--- config.mk ---
export PLATFORM = sky130hd
export DESIGN_NAME = fetch_sequencer
export DESIGN_NICKNAME = d
export VERILOG_FILES = /design/src/rtl/fetch_sequencer.sv
export SDC_FILE = /design/constraint.sdc
export NUM_CORES = 1
export LEC_CHECK = 0
export CAP_MARGIN = 20
export CORE_ASPECT_RATIO = 1.1
export CORE_UTILIZATION = 40
export DETAILED_ROUTE_END_ITERATION = 8
export DONT_BUFFER_PORTS = 1
export PLACE_DENSITY = 0.55
export SLEW_MARGIN = 0
export SYNTH_ARGS = -nofsm -noshare
export SYNTH_HDL_FRONTEND = slang
export SYNTH_SLANG_ARGS = --single-unit
--- constraint.sdc ---
create_clock -name clk -period 7.82 [get_ports clk]
set_clock_uncertainty 0.05 [all_clocks]
set_input_delay 1.955 -clock clk [delete_from_list [all_inputs] [get_ports clk]]
set_output_delay 1.955 -clock clk [all_outputs]
set_load 0.1 [all_outputs]
--- src/rtl/fetch_sequencer.sv ---
// Instruction fetch controller: owns the PC, tracks one-cycle memory read latency,
// and buffers returned words in a 2-entry skid FIFO feeding decode.
module fetch_sequencer #(
    parameter logic [31:0] RESET_PC  = 32'd0,
    parameter int unsigned MEM_BYTES = 2048
) (
    input  logic        clk,
    input  logic        rst_n,
    output logic [31:0] imem_addr,
    input  logic [31:0] imem_rdata,
    input  logic        redirect_valid,
    input  logic [31:0] redirect_pc,
    output logic        out_valid,
    input  logic        out_ready,
    output logic [31:0] out_instr,
    output logic [31:0] out_pc,
    output logic        fault
);

    typedef enum logic [0:0] {
        ST_RUN  = 1'b0,
        ST_HALT = 1'b1
    } state_t;

    localparam logic [32:0] MEM_LIMIT = 33'(MEM_BYTES);

    state_t      state_r;
    logic [31:0] pc_r;
    logic        inflight_r;
    logic [31:0] inflight_pc_r;
    logic [31:0] head_instr_r;
    logic [31:0] head_pc_r;
    logic [31:0] tail_instr_r;
    logic [31:0] tail_pc_r;
    logic [1:0]  count_r;
    logic        fault_r;

    logic        pop_s;
    logic [1:0]  occ_s;
    logic        would_issue_s;
    logic        illegal_s;

    // A fetch address is legal only when word-aligned and the whole word lies inside memory.
    function automatic logic addr_illegal(input logic [31:0] addr);
        return (addr[1:0] != 2'b00) || (({1'b0, addr} + 33'd3) >= MEM_LIMIT);
    endfunction

    assign imem_addr = pc_r;
    assign out_valid = (count_r != 2'd0) && (state_r == ST_RUN);
    assign out_instr = head_instr_r;
    assign out_pc    = head_pc_r;
    assign fault     = fault_r;
    assign pop_s     = out_valid && out_ready;

    // Credit check: issue only when the word it returns is guaranteed a buffer slot.
    always_comb begin
        occ_s         = count_r + {1'b0, inflight_r} - {1'b0, pop_s};
        would_issue_s = 1'b0;
        illegal_s     = addr_illegal(pc_r);
        if ((state_r == ST_RUN) && !redirect_valid) begin
            would_issue_s = (occ_s < 2'd2);
        end else begin
            would_issue_s = 1'b0;
        end
    end

    // Fetch state machine, PC, in-flight tracking and skid buffer.
    always_ff @(posedge clk or negedge rst_n) begin
        if (!rst_n) begin
            state_r       <= ST_RUN;
            pc_r          <= RESET_PC;
            inflight_r    <= 1'b0;
            inflight_pc_r <= 32'd0;
            head_instr_r  <= 32'd0;
            head_pc_r     <= 32'd0;
            tail_instr_r  <= 32'd0;
            tail_pc_r     <= 32'd0;
            count_r       <= 2'd0;
            fault_r       <= 1'b0;
        end else begin
            case (state_r)
                ST_RUN: begin
                    if (redirect_valid) begin
                        pc_r       <= redirect_pc;
                        inflight_r <= 1'b0;
                        count_r    <= 2'd0;
                    end else if (would_issue_s && illegal_s) begin
                        fault_r    <= 1'b1;
                        state_r    <= ST_HALT;
                        inflight_r <= 1'b0;
                        count_r    <= 2'd0;
                    end else begin
                        // Shift-style FIFO: the head register always feeds decode directly.
                        case ({pop_s, inflight_r})
                            2'b11: begin
                                if (count_r == 2'd1) begin
                                    head_instr_r <= imem_rdata;
                                    head_pc_r    <= inflight_pc_r;
                                end else begin
                                    head_instr_r <= tail_instr_r;
                                    head_pc_r    <= tail_pc_r;
                                    tail_instr_r <= imem_rdata;
                                    tail_pc_r    <= inflight_pc_r;
                                end
                            end
                            2'b10: begin
                                head_instr_r <= tail_instr_r;
                                head_pc_r    <= tail_pc_r;
                                count_r      <= count_r - 2'd1;
                            end
                            2'b01: begin
                                if (count_r == 2'd0) begin
                                    head_instr_r <= imem_rdata;
                                    head_pc_r    <= inflight_pc_r;
                                end else begin
                                    tail_instr_r <= imem_rdata;
                                    tail_pc_r    <= inflight_pc_r;
                                end
                                count_r <= count_r + 2'd1;
                            end
                            default: begin
                                count_r <= count_r;
                            end
                        endcase
                        if (would_issue_s) begin
                            inflight_r    <= 1'b1;
                            inflight_pc_r <= pc_r;
                            pc_r          <= pc_r + 32'd4;
                        end else begin
                            inflight_r <= 1'b0;
                        end
                    end
                end
                ST_HALT: begin
                    inflight_r <= 1'b0;
                    count_r    <= 2'd0;
                end
                default: begin
                    state_r    <= ST_HALT;
                    fault_r    <= 1'b1;
                    inflight_r <= 1'b0;
                    count_r    <= 2'd0;
                end
            endcase
        end
    end

endmodule

==> results of run 1 <==
==> layout by cell type, fill, tap and decap left out, types with 26 or more instances in the layout <==
cell type / synthesis / layout
dfrtp_1: 197 / 197
nand2_1: 85 / 85
mux2_2: 75 / 75
a21oi_1: 72 / 72
a211oi_1: 65 / 65
nor2b_1: 64 / 64
a22oi_1: 64 / 64
mux2_4: 60 / 60
and2_1: 26 / 26
==> per-layer routing <==
metal | part of all wire | vias to the layer above | routed length [um]
met3 | 0.074 | 22 | 1730
met5 | 0 | - | 0
met1 | 0.44 | 3443 | 10300
met4 | 0.015 | 0 | 349
met2 | 0.47 | 186 | 10900
li1 | - | 3348 | -
==> worst paths after layout <==
| path | start | slack (ps) | endpoint | cells after the start |
|---|---|---|---|---|
| max in group asynchronous | rst_n | 6320 | imem_addr[22]$_DFFE_PN0P_ | 0 |
| min | tail_pc_r[14]$_DFFE_PN0P_ | 460 | tail_pc_r[14]$_DFFE_PN0P_ | 1 |
| max reg2reg | imem_addr[5]$_DFFE_PN0P_ | 2800 | tail_pc_r[19]$_DFFE_PN0P_ | 9 |
| min reg2reg | tail_pc_r[14]$_DFFE_PN0P_ | 460 | tail_pc_r[14]$_DFFE_PN0P_ | 1 |
| max | imem_addr[5]$_DFFE_PN0P_ | 2800 | tail_pc_r[19]$_DFFE_PN0P_ | 9 |
| min in group asynchronous | rst_n | 1160 | out_instr[0]$_DFFE_PN0P_ | 0 |
==> cells by family (layout without fill, tap and decap cells) <==
logic type	count (synthesis)	after routing	synth area share
adders and majority gates	8	8	0.00964
buffers and inverters	75	54	0.0416
and+or+nand+nor	252	252	0.134
DFF	197	197	0.475
AOI/OAI and AO/OA	246	246	0.162
muxes	141	141	0.174
xor gates and xnor gates	5	5	0.00422
==> synthesized netlist by cell type, types with 4 or more instances <==
cell,n,area [um^2]
buf_1,7,26.3
nor2_1,19,71.3
o21ai_0,10,50.1
ha_1,8,100
buf_12,6,120
clkbuf_1,45,169
a22oi_1,64,480
and2_1,26,163
and3_1,6,37.5
nand3_1,13,65.1
nand2_1,85,319
mux2_4,60,901
o31a_1,5,43.8
inv_1,8,30.0
a211oi_1,65,488
nor2b_1,64,400
mux2_2,75,845
nor4_1,4,25.0
xnor2_1,4,35.0
nand4_1,11,68.8
nor3_1,4,20.0
buf_6,6,67.6
and4_1,4,35.0
a21oi_1,72,360
dfrtp_1,197,4930
==> power groups by stage <==
stage	clock network [uW]	logic [uW]	registers, uW
floorplan	0	20.9	1110
global placement	0	28.3	1110
detailed placement	0	28.5	1110
CTS	888	28.8	1090
global route	930	31.6	1090
finish	852	28.6	1090
==> through the flow <==
stage,power [uW],setup slack [ps],util
after floorplan,1130,3570,-
after global placement,1140,2540,0.415
after detailed placement,1140,2500,0.415
after CTS,2010,2760,0.438
after global routing,2050,2520,0.439
final,1970,2800,0.439
==> worst max-delay path, stage by stage (launching register included) <==
cell	delay, ps
dfrtp_1	1070
nand4_1	480
nor4_4	430
o2111ai_1	180
and3_4	230
nor4_4	450
nand4b_4	230
a21oi_4	720
buf_4	640
mux2_2	400
==> layout make-up <==
type,count,share of cell area
Clock buffer,18,0.0385
Clock inverter,14,0.0122
Inverter,9,0.00303
Multi-Input combinational cell,652,0.455
Sequential cell,197,0.442
Tap cell,346,0.0388
Timing Repair Buffer,13,0.0106
==> state kept, by name, summed over array words and instances, names as in the netlist <==
signal / flops
imem_addr: 32
out_pc: 32
state_r: 1
inflight_pc_r: 32
tail_pc_r: 32
count_r: 2
inflight_r: 1
out_instr: 32
fault: 1
tail_instr_r: 32
==> flow_metrics.env, run 1 <==
export IMPL_tns_ps=0
export IMPL_regArea_um2=4930
export IMPL_post_dp_hpwl_um=14300
export IMPL_grt_max_degree=198
export IMPL_syn_to_final_growth_pct=7.32
export IMPL_cts_sinks=197
export IMPL_met3_usage=0.0593
export IMPL_start_util=0.409
export IMPL_powerDensity_nw_per_um2=177
export IMPL_drive_gt1_frac=0.220
export IMPL_multiInputGateArea_um2=5070
export IMPL_cp_end_kind="flop"
export IMPL_post_route_period_util=0.642
export IMPL_holdWs_ps=461
export IMPL_synth_edff_count=0
export IMPL_seq_area_frac_synth=0.475
export IMPL_ant_nets=0
export IMPL_yosysWarnings=0
export IMPL_top_level_ports=166
export IMPL_antenna_cells=0
export IMPL_power_internal_uw=1460
export IMPL_die_w_um=156
export IMPL_synth_distinct_cells=59
export IMPL_gp_congestion=0.860
export IMPL_clkPwrFrac=0.432
export IMPL_crit_path_max_fanout=42
export IMPL_vdd_ir_drop_max_mv=0.106
export IMPL_grt_ovfl_total=0
export IMPL_clockBufferDepth=2
export IMPL_cp_required_ps=8090
export IMPL_die_h_um=171
export IMPL_drt_pass1_iter_count=4
export IMPL_post_route_min_period_ps=5020
export IMPL_drt_iter0_markers=301
export IMPL_p_sw_uw=512
export IMPL_max_clock_freq_mhz=199
export IMPL_syn_inst=924
export IMPL_grt_pass1_wl_um=36700
export IMPL_synth_nets=1000
export IMPL_clk_pin_slew_ps=80
export IMPL_clkLatencyLatePin_ps=440
export IMPL_hold_violations=0
export IMPL_grt_total_usage=0.177
export IMPL_final_nets=966
export IMPL_tightestPinTransition_ps=1170
export IMPL_cts_buffers=17
export IMPL_rsz0062_at_grt="false"
export IMPL_fin_cells=1249
export IMPL_combPwrFrac=0.015
export IMPL_dp_cells=1216
export IMPL_synth_seq_cells=197
export IMPL_synth_ff_type="dfrtp_1"
export IMPL_cp_start_kind="flop"
export IMPL_place_area_um2=10600
export IMPL_antenna_found_initial=0
export IMPL_die_area_um2=26600
export IMPL_p_leak_uw=0.00522
export IMPL_routed_wl_um=23200
export IMPL_avgViaCountPerCell=5.60
export IMPL_slew_headroom=0.222
export IMPL_critPathKind="flop to flop"
export IMPL_hold_path_class="flop to flop"
export IMPL_core_um2=25400
export IMPL_finalSetupViolations=0
export IMPL_ctsResizeCount=0
export IMPL_syn_avg_cell_area_um2=11.2
export IMPL_synthArstFlopShare=1.00
export IMPL_vias=6999
export IMPL_syn_area_um2=10400
export IMPL_grt_busiest_layer="met2"
export IMPL_rows=61
export IMPL_seqPwrFrac=0.553
export IMPL_drv_cap=0
export IMPL_wl_per_cell_um=18.6
export IMPL_cp_data_arrival_time_ps=5290
export IMPL_post_cts_setup_buffers=0
export IMPL_cts_tree="built"
export IMPL_use_met2=0.281
export IMPL_swShare=0.260
export IMPL_h_tree_depth=4
export IMPL_io_buffers=0
export IMPL_root_buffer="clkbuf_16"
export IMPL_maxSlewViolCount=0
export IMPL_grt_pass1_vias=6643
export IMPL_fill_cells=2401
export IMPL_grt_met1_usage=0.223
export IMPL_final_area_um2=11100
export IMPL_cts_hold_buf=0
export IMPL_status="finished, final reports clean"
export IMPL_drc=0
Power figures use the tool's default switching activity.
==> inputs of run 2 (changes only) <==
--- a/config.mk
+++ b/config.mk
@@ -10,7 +10,7 @@
 export CORE_UTILIZATION = 40
 export DETAILED_ROUTE_END_ITERATION = 8
 export DONT_BUFFER_PORTS = 1
-export PLACE_DENSITY = 0.55
+export PLACE_DENSITY = 0.57
 export SLEW_MARGIN = 0
 export SYNTH_ARGS = -nofsm -noshare
 export SYNTH_HDL_FRONTEND = slang
==> constraint.sdc (replaced) <==
create_clock -name clk -period 4.6 [get_ports clk]
set_clock_uncertainty 0.05 [all_clocks]
set_input_delay 1.15 -clock clk [delete_from_list [all_inputs] [get_ports clk]]
set_output_delay 1.15 -clock clk [all_outputs]
set_load 0.1 [all_outputs]
==> run 2 against run 1 <==
Net effect: total power increased by 75%; non-clock buffer count grew 30; sequential share of layout area down 1.1 points; utilization increased by 1.2 points; worst hold slack got worse by 99 ps; highest routed layer unchanged; via count increased by 2.5%; largest power group unchanged; die area stayed put; final cell count up 2.4%; sequential power is 61% higher; register-to-register slack got worse by 1900 ps.
==> flow_metrics.env, run 2 (same netlist as run 1, synthesis figures left out) <==
export IMPL_status="finished, final reports clean"
export IMPL_clkPwrFrac=0.442
export IMPL_combPwrFrac=0.046
export IMPL_rr_worst_depth=9
export IMPL_cpPeakStageDelay_ps=740
export IMPL_crit_path_max_fanout=23
export IMPL_wl_per_cell_um=18.7
export IMPL_swShare=0.264
export IMPL_cts_buffers=17
export IMPL_crit_chain="nand3_1, nor4_1, a41oi_1, o211ai_1, nor4_4, nand4b_4, a21o_4, buf_4, mux2_4"
export IMPL_cp_required_ps=4860
export IMPL_drv_cap=0
export IMPL_clockBufferDepth=2
export IMPL_top_level_ports=166
export IMPL_mostFrequentLayoutCell="dfrtp_1"
export IMPL_hold_violations=0
export IMPL_slew_headroom=0.278
export IMPL_cts_tree="built"
export IMPL_vdd_ir_drop_max_mv=0.192
export IMPL_powerDensity_nw_per_um2=301
export IMPL_grt_pass1_wl_um=38100
export IMPL_fin_util=0.450
export IMPL_core_um2=25400
export IMPL_maxSlewViolCount=0
export IMPL_io_buffers=0
export IMPL_ctsResizeCount=0
export IMPL_cp_start_kind="flop"
export IMPL_tns_ps=0
export IMPL_cp_end_kind="flop"
export IMPL_antenna_found_initial=0
export IMPL_r2r_start="imem_addr[9]$_DFFE_PN0P_"
export IMPL_drive_gt1_frac=0.247
export IMPL_root_buffer="clkbuf_16"
export IMPL_finalSetupViolations=0
export IMPL_h_tree_depth=4
export IMPL_ant_nets=0
export IMPL_p_leak_uw=0.00540
export IMPL_post_dp_hpwl_um=15000
export IMPL_drt_pass1_iter_count=5
export IMPL_power_internal_uw=2530
export IMPL_critPathSlowestCell="nor4_1"
export IMPL_layout_cells_most_common_list="dfrtp_1 (197), nand2_1 (85), mux2_2 (75)"
export IMPL_antenna_cells=0
export IMPL_vias=7174
export IMPL_post_route_period_util=0.813
export IMPL_r2r_end="out_instr[28]$_DFFE_PN0P_"
export IMPL_die_h_um=171
export IMPL_grt_max_degree=198
export IMPL_rows=61
export IMPL_max_clock_freq_mhz=267
export IMPL_final_nets=996
export IMPL_syn_to_final_growth_pct=10.2
export IMPL_worst_r2r_setup_slack_ps=860
export IMPL_cts_sinks=197
export IMPL_die_area_um2=26600
export IMPL_p_sw_uw=909
export IMPL_cp_data_arrival_time_ps=4000
export IMPL_clk_pin_slew_ps=90
export IMPL_fill_cells=2381
export IMPL_critPathKind="flop to flop"
export IMPL_rsz0062_at_grt="false"
export IMPL_routed_wl_um=23900
export IMPL_grt_ovfl_total=0
export IMPL_drt_iter0_markers=410
export IMPL_drc=0
export IMPL_tightestPinTransition_ps=1080
export IMPL_cts_hold_buf=0
export IMPL_die_w_um=156
export IMPL_post_cts_setup_buffers=0
export IMPL_grt_pass1_vias=6971
export IMPL_hold_path_class="input port to async pin"
export IMPL_post_route_min_period_ps=3740
export IMPL_avgViaCountPerCell=5.61
export IMPL_start_util=0.409
export IMPL_seqPwrFrac=0.511
export IMPL_gp_congestion=0.849
export IMPL_clkLatencyLatePin_ps=440
export IMPL_grt_total_usage=0.182
==> run 2: worst max-delay path, delay by kind of cell (launching register included) <==
kind            cells  cell delay [ps]
mux                 1              340
simple gates        4             1260
flops               1              430
buf+inv             1              470
compound gates      3             1030
==> run 2: metal layers <==
layer / part of all wire / GRT usage / vias up
li1: - / - / 3417
met4: 0.0095 / 0.0499 / 0
met3: 0.059 / 0.0466 / 14
met5: 0 / 0 / -
met2: 0.48 / 0.302 / 181
met1: 0.45 / 0.235 / 3562
==> run 2: power by group through the flow <==
stage               Clock, uW  Sequential [uW]  Combinational (uW)
floorplan                   0             1890                35.5
global placement            0             1800                 160
detailed placement          0             1800                 160
CTS                      1580             1760                 161
global route             1640             1760                 167
finish                   1520             1760                 160
==> run 2: worst max-delay path by stage <==
| stage | end | from | slack (ps) | cells after the start |
|---|---|---|---|---|
| 2_1_floorplan | imem_addr[10]$_DFFE_PN0P_ | count_r[0]$_DFFE_PN0P_ | 350 | 13 |
| 3_3_place_gp | inflight_pc_r[3]$_DFFE_PN0P_ | out_ready | 700 | 9 |
| 5_1_grt | out_instr[30]$_DFFE_PN0P_ | imem_addr[9]$_DFFE_PN0P_ | 660 | 9 |
| 3_5_place_dp | inflight_pc_r[7]$_DFFE_PN0P_ | out_ready | 670 | 9 |
| 6_report | out_instr[28]$_DFFE_PN0P_ | imem_addr[9]$_DFFE_PN0P_ | 860 | 9 |
| 4_1_cts | out_instr[30]$_DFFE_PN0P_ | imem_addr[9]$_DFFE_PN0P_ | 830 | 9 |
==> run 2: through the flow <==
| step | worst slack [ps] | instances | hold slack (ps) | instance area, um^2 | total power, uW |
|---|---|---|---|---|---|
| detailed placement | 674 | 1247 | 446 | 10800 | 1960 |
| global route | 662 | 1279 | 329 | 11400 | 3570 |
| floorplan | 355 | 924 | 424 | 10400 | 1920 |
| finish | 861 | 1279 | 362 | 11400 | 3440 |
| global placement | 702 | 1247 | 433 | 10800 | 1960 |
| CTS | 829 | 1279 | 330 | 11400 | 3500 |
==> run 2: cell type report <==
type	instances	area, um^2	share of cell area
inverter	9	33.8	0.00295
timing repair buffer	43	360	0.0315
sequential	197	4930	0.431
clock inverter	14	178	0.0155
multi-input combinational	652	5070	0.443
tap	346	433	0.0378
clock buffer	18	439	0.0384
==> inputs of run 3 (changes only) <==
--- a/config.mk
+++ b/config.mk
@@ -10,7 +10,7 @@
 export CORE_UTILIZATION = 40
 export DETAILED_ROUTE_END_ITERATION = 8
 export DONT_BUFFER_PORTS = 1
-export PLACE_DENSITY = 0.57
+export PLACE_DENSITY = 0.55
 export SLEW_MARGIN = 0
 export SYNTH_ARGS = -nofsm -noshare
 export SYNTH_HDL_FRONTEND = slang
==> constraint.sdc (replaced) <==
create_clock -name clk -period 3.8 [get_ports clk]
set_clock_uncertainty 0.05 [all_clocks]
set_input_delay 0.95 -clock clk [delete_from_list [all_inputs] [get_ports clk]]
set_output_delay 0.95 -clock clk [all_outputs]
set_load 0.1 [all_outputs]
==> run 3 against run 2 <==
Net effect: final area rose by 0.67%; first-iteration DRC count rose by 19%; critical path type unchanged; combinational power rose by 21%; die area did not move; critical path depth rose by 1; worst setup slack got worse by 480 ps.
==> flow_metrics.env, run 3 (same netlist as run 1, synthesis figures left out) <==
export IMPL_start_util=0.409
export IMPL_root_buffer="clkbuf_16"
export IMPL_drc=0
export IMPL_antenna_cells=0
export IMPL_finalSetupViolations=0
export IMPL_drive_gt1_frac=0.255
export IMPL_final_nets=1007
export IMPL_setup_ws_ps=376
export IMPL_post_dp_hpwl_um=15100
export IMPL_grt_max_degree=198
export IMPL_max_clock_freq_mhz=292
export IMPL_mostFrequentLayoutCell="dfrtp_1"
export IMPL_fin_util=0.453
export IMPL_tightestPinTransition_ps=1010
export IMPL_post_route_period_util=0.901
export IMPL_cp_required_ps=4070
export IMPL_gp_congestion=0.841
export IMPL_syn_to_final_growth_pct=10.9
export IMPL_ant_nets=0
export IMPL_status="finished, final reports clean"
export IMPL_vias=7169
export IMPL_h_tree_depth=4
export IMPL_post_cts_setup_buffers=0
export IMPL_dp_cells=1257
export IMPL_powerDensity_nw_per_um2=360
export IMPL_cts_sinks=197
export IMPL_holdWs_ps=158
export IMPL_antenna_found_initial=1
export IMPL_rsz0062_at_grt="false"
export IMPL_drv_cap=0
export IMPL_top_level_ports=166
export IMPL_grt_total_usage=0.185
export IMPL_die_area_um2=26600
export IMPL_clockBufferDepth=2
export IMPL_post_route_min_period_ps=3420
export IMPL_rows=61
export IMPL_fin_cells=1290
export IMPL_grt_ovfl_total=0
export IMPL_wl_per_cell_um=18.6
export IMPL_slew_headroom=0.328
export IMPL_r2r_start="imem_addr[3]$_DFFE_PN0P_"
export IMPL_cp_start_kind="flop"
export IMPL_cp_end_kind="flop"
export IMPL_grt_pass1_wl_um=38700
export IMPL_io_buffers=0
export IMPL_fill_cells=2313
export IMPL_vdd_ir_drop_max_mv=0.240
export IMPL_cts_buffers=17
export IMPL_pre_cts_slack_ps=397
export IMPL_layout_cells_most_common_list="dfrtp_1 (197), nand2_1 (85), mux2_2 (75)"
export IMPL_clkLatencyLatePin_ps=440
export IMPL_clk_pin_slew_ps=90
export IMPL_cp_data_arrival_time_ps=3690
export IMPL_maxSlewViolCount=0
export IMPL_routed_wl_um=23900
export IMPL_avgViaCountPerCell=5.56
export IMPL_hold_path_class="input port to async pin"
export IMPL_p_leak_uw=0.00545
export IMPL_tns_ps=0
export IMPL_cts_hold_buf=0
export IMPL_die_w_um=156
export IMPL_core_um2=25400
export IMPL_rr_worst_depth=10
export IMPL_drt_iter0_markers=486
export IMPL_ctsResizeCount=0
export IMPL_cts_tree="built"
export IMPL_die_h_um=171
export IMPL_drt_pass1_iter_count=5
export IMPL_grt_pass1_vias=7045
export IMPL_critPathKind="flop to flop"
export IMPL_r2r_end="out_pc[24]$_DFFE_PN0P_"
export IMPL_worst_r2r_setup_slack_ps=380
export IMPL_crit_path_max_fanout=26
export IMPL_hold_violations=0
[run 3: final cells by class]
class                      count  area [um^2]  share of cell area
multi-input combinational    652         5070               0.440
sequential                   197         4930               0.428
timing repair buffer          54          463              0.0402
clock buffer                  18          439              0.0381
tap                          346          433              0.0376
clock inverter                14          151              0.0131
inverter                       9         33.8             0.00293
[run 3: through the flow]
stage | power [uW] | cell area [um^2]
after floorplan | 2330 | 10400
after global placement | 2370 | 10900
after detailed placement | 2370 | 10900
after CTS | 4200 | 11500
after global routing | 4300 | 11500
final | 4140 | 11500
[run 3: layer usage]
metal | track usage | vias to the layer above | part of all wire
li1 | - | 3417 | -
met1 | 0.246 | 3534 | 0.46
met2 | 0.297 | 198 | 0.46
met3 | 0.0479 | 18 | 0.064
met4 | 0.0490 | 2 | 0.0096
met5 | 0 | - | 0.00050
[run 3: critical path, stage by stage (launching register included)]
cell and delay [ps]:
dfrtp_1 360, buf_4 340, nand4_1 260, nor4_4 390, o2111ai_1 170, and3_4 220
nor4_4 280, nand4b_4 190, a21o_4 430, buf_12 250, mux2_4 320
[run 3: how the worst max path moves through the flow]
stage	startpoint	to	slack, ps
after floorplan	imem_addr[2]$_DFFE_PN0P_	tail_instr_r[0]$_DFFE_PN0P_	50
after global placement	out_ready	imem_addr[10]$_DFFE_PN0P_	400
after detailed placement	imem_addr[3]$_DFFE_PN0P_	out_pc[19]$_DFFE_PN0P_	400
after CTS	imem_addr[3]$_DFFE_PN0P_	out_pc[24]$_DFFE_PN0P_	360
after global routing	imem_addr[3]$_DFFE_PN0P_	out_pc[13]$_DFFE_PN0P_	180
final	imem_addr[3]$_DFFE_PN0P_	out_pc[24]$_DFFE_PN0P_	380
[run 3: power breakdown]
group / total (uW) / switching [uW] / internal, uW
registers: 2130 / 23.4 / 2110
logic: 194 / 152 / 41.8
clock network: 1820 / 918 / 900
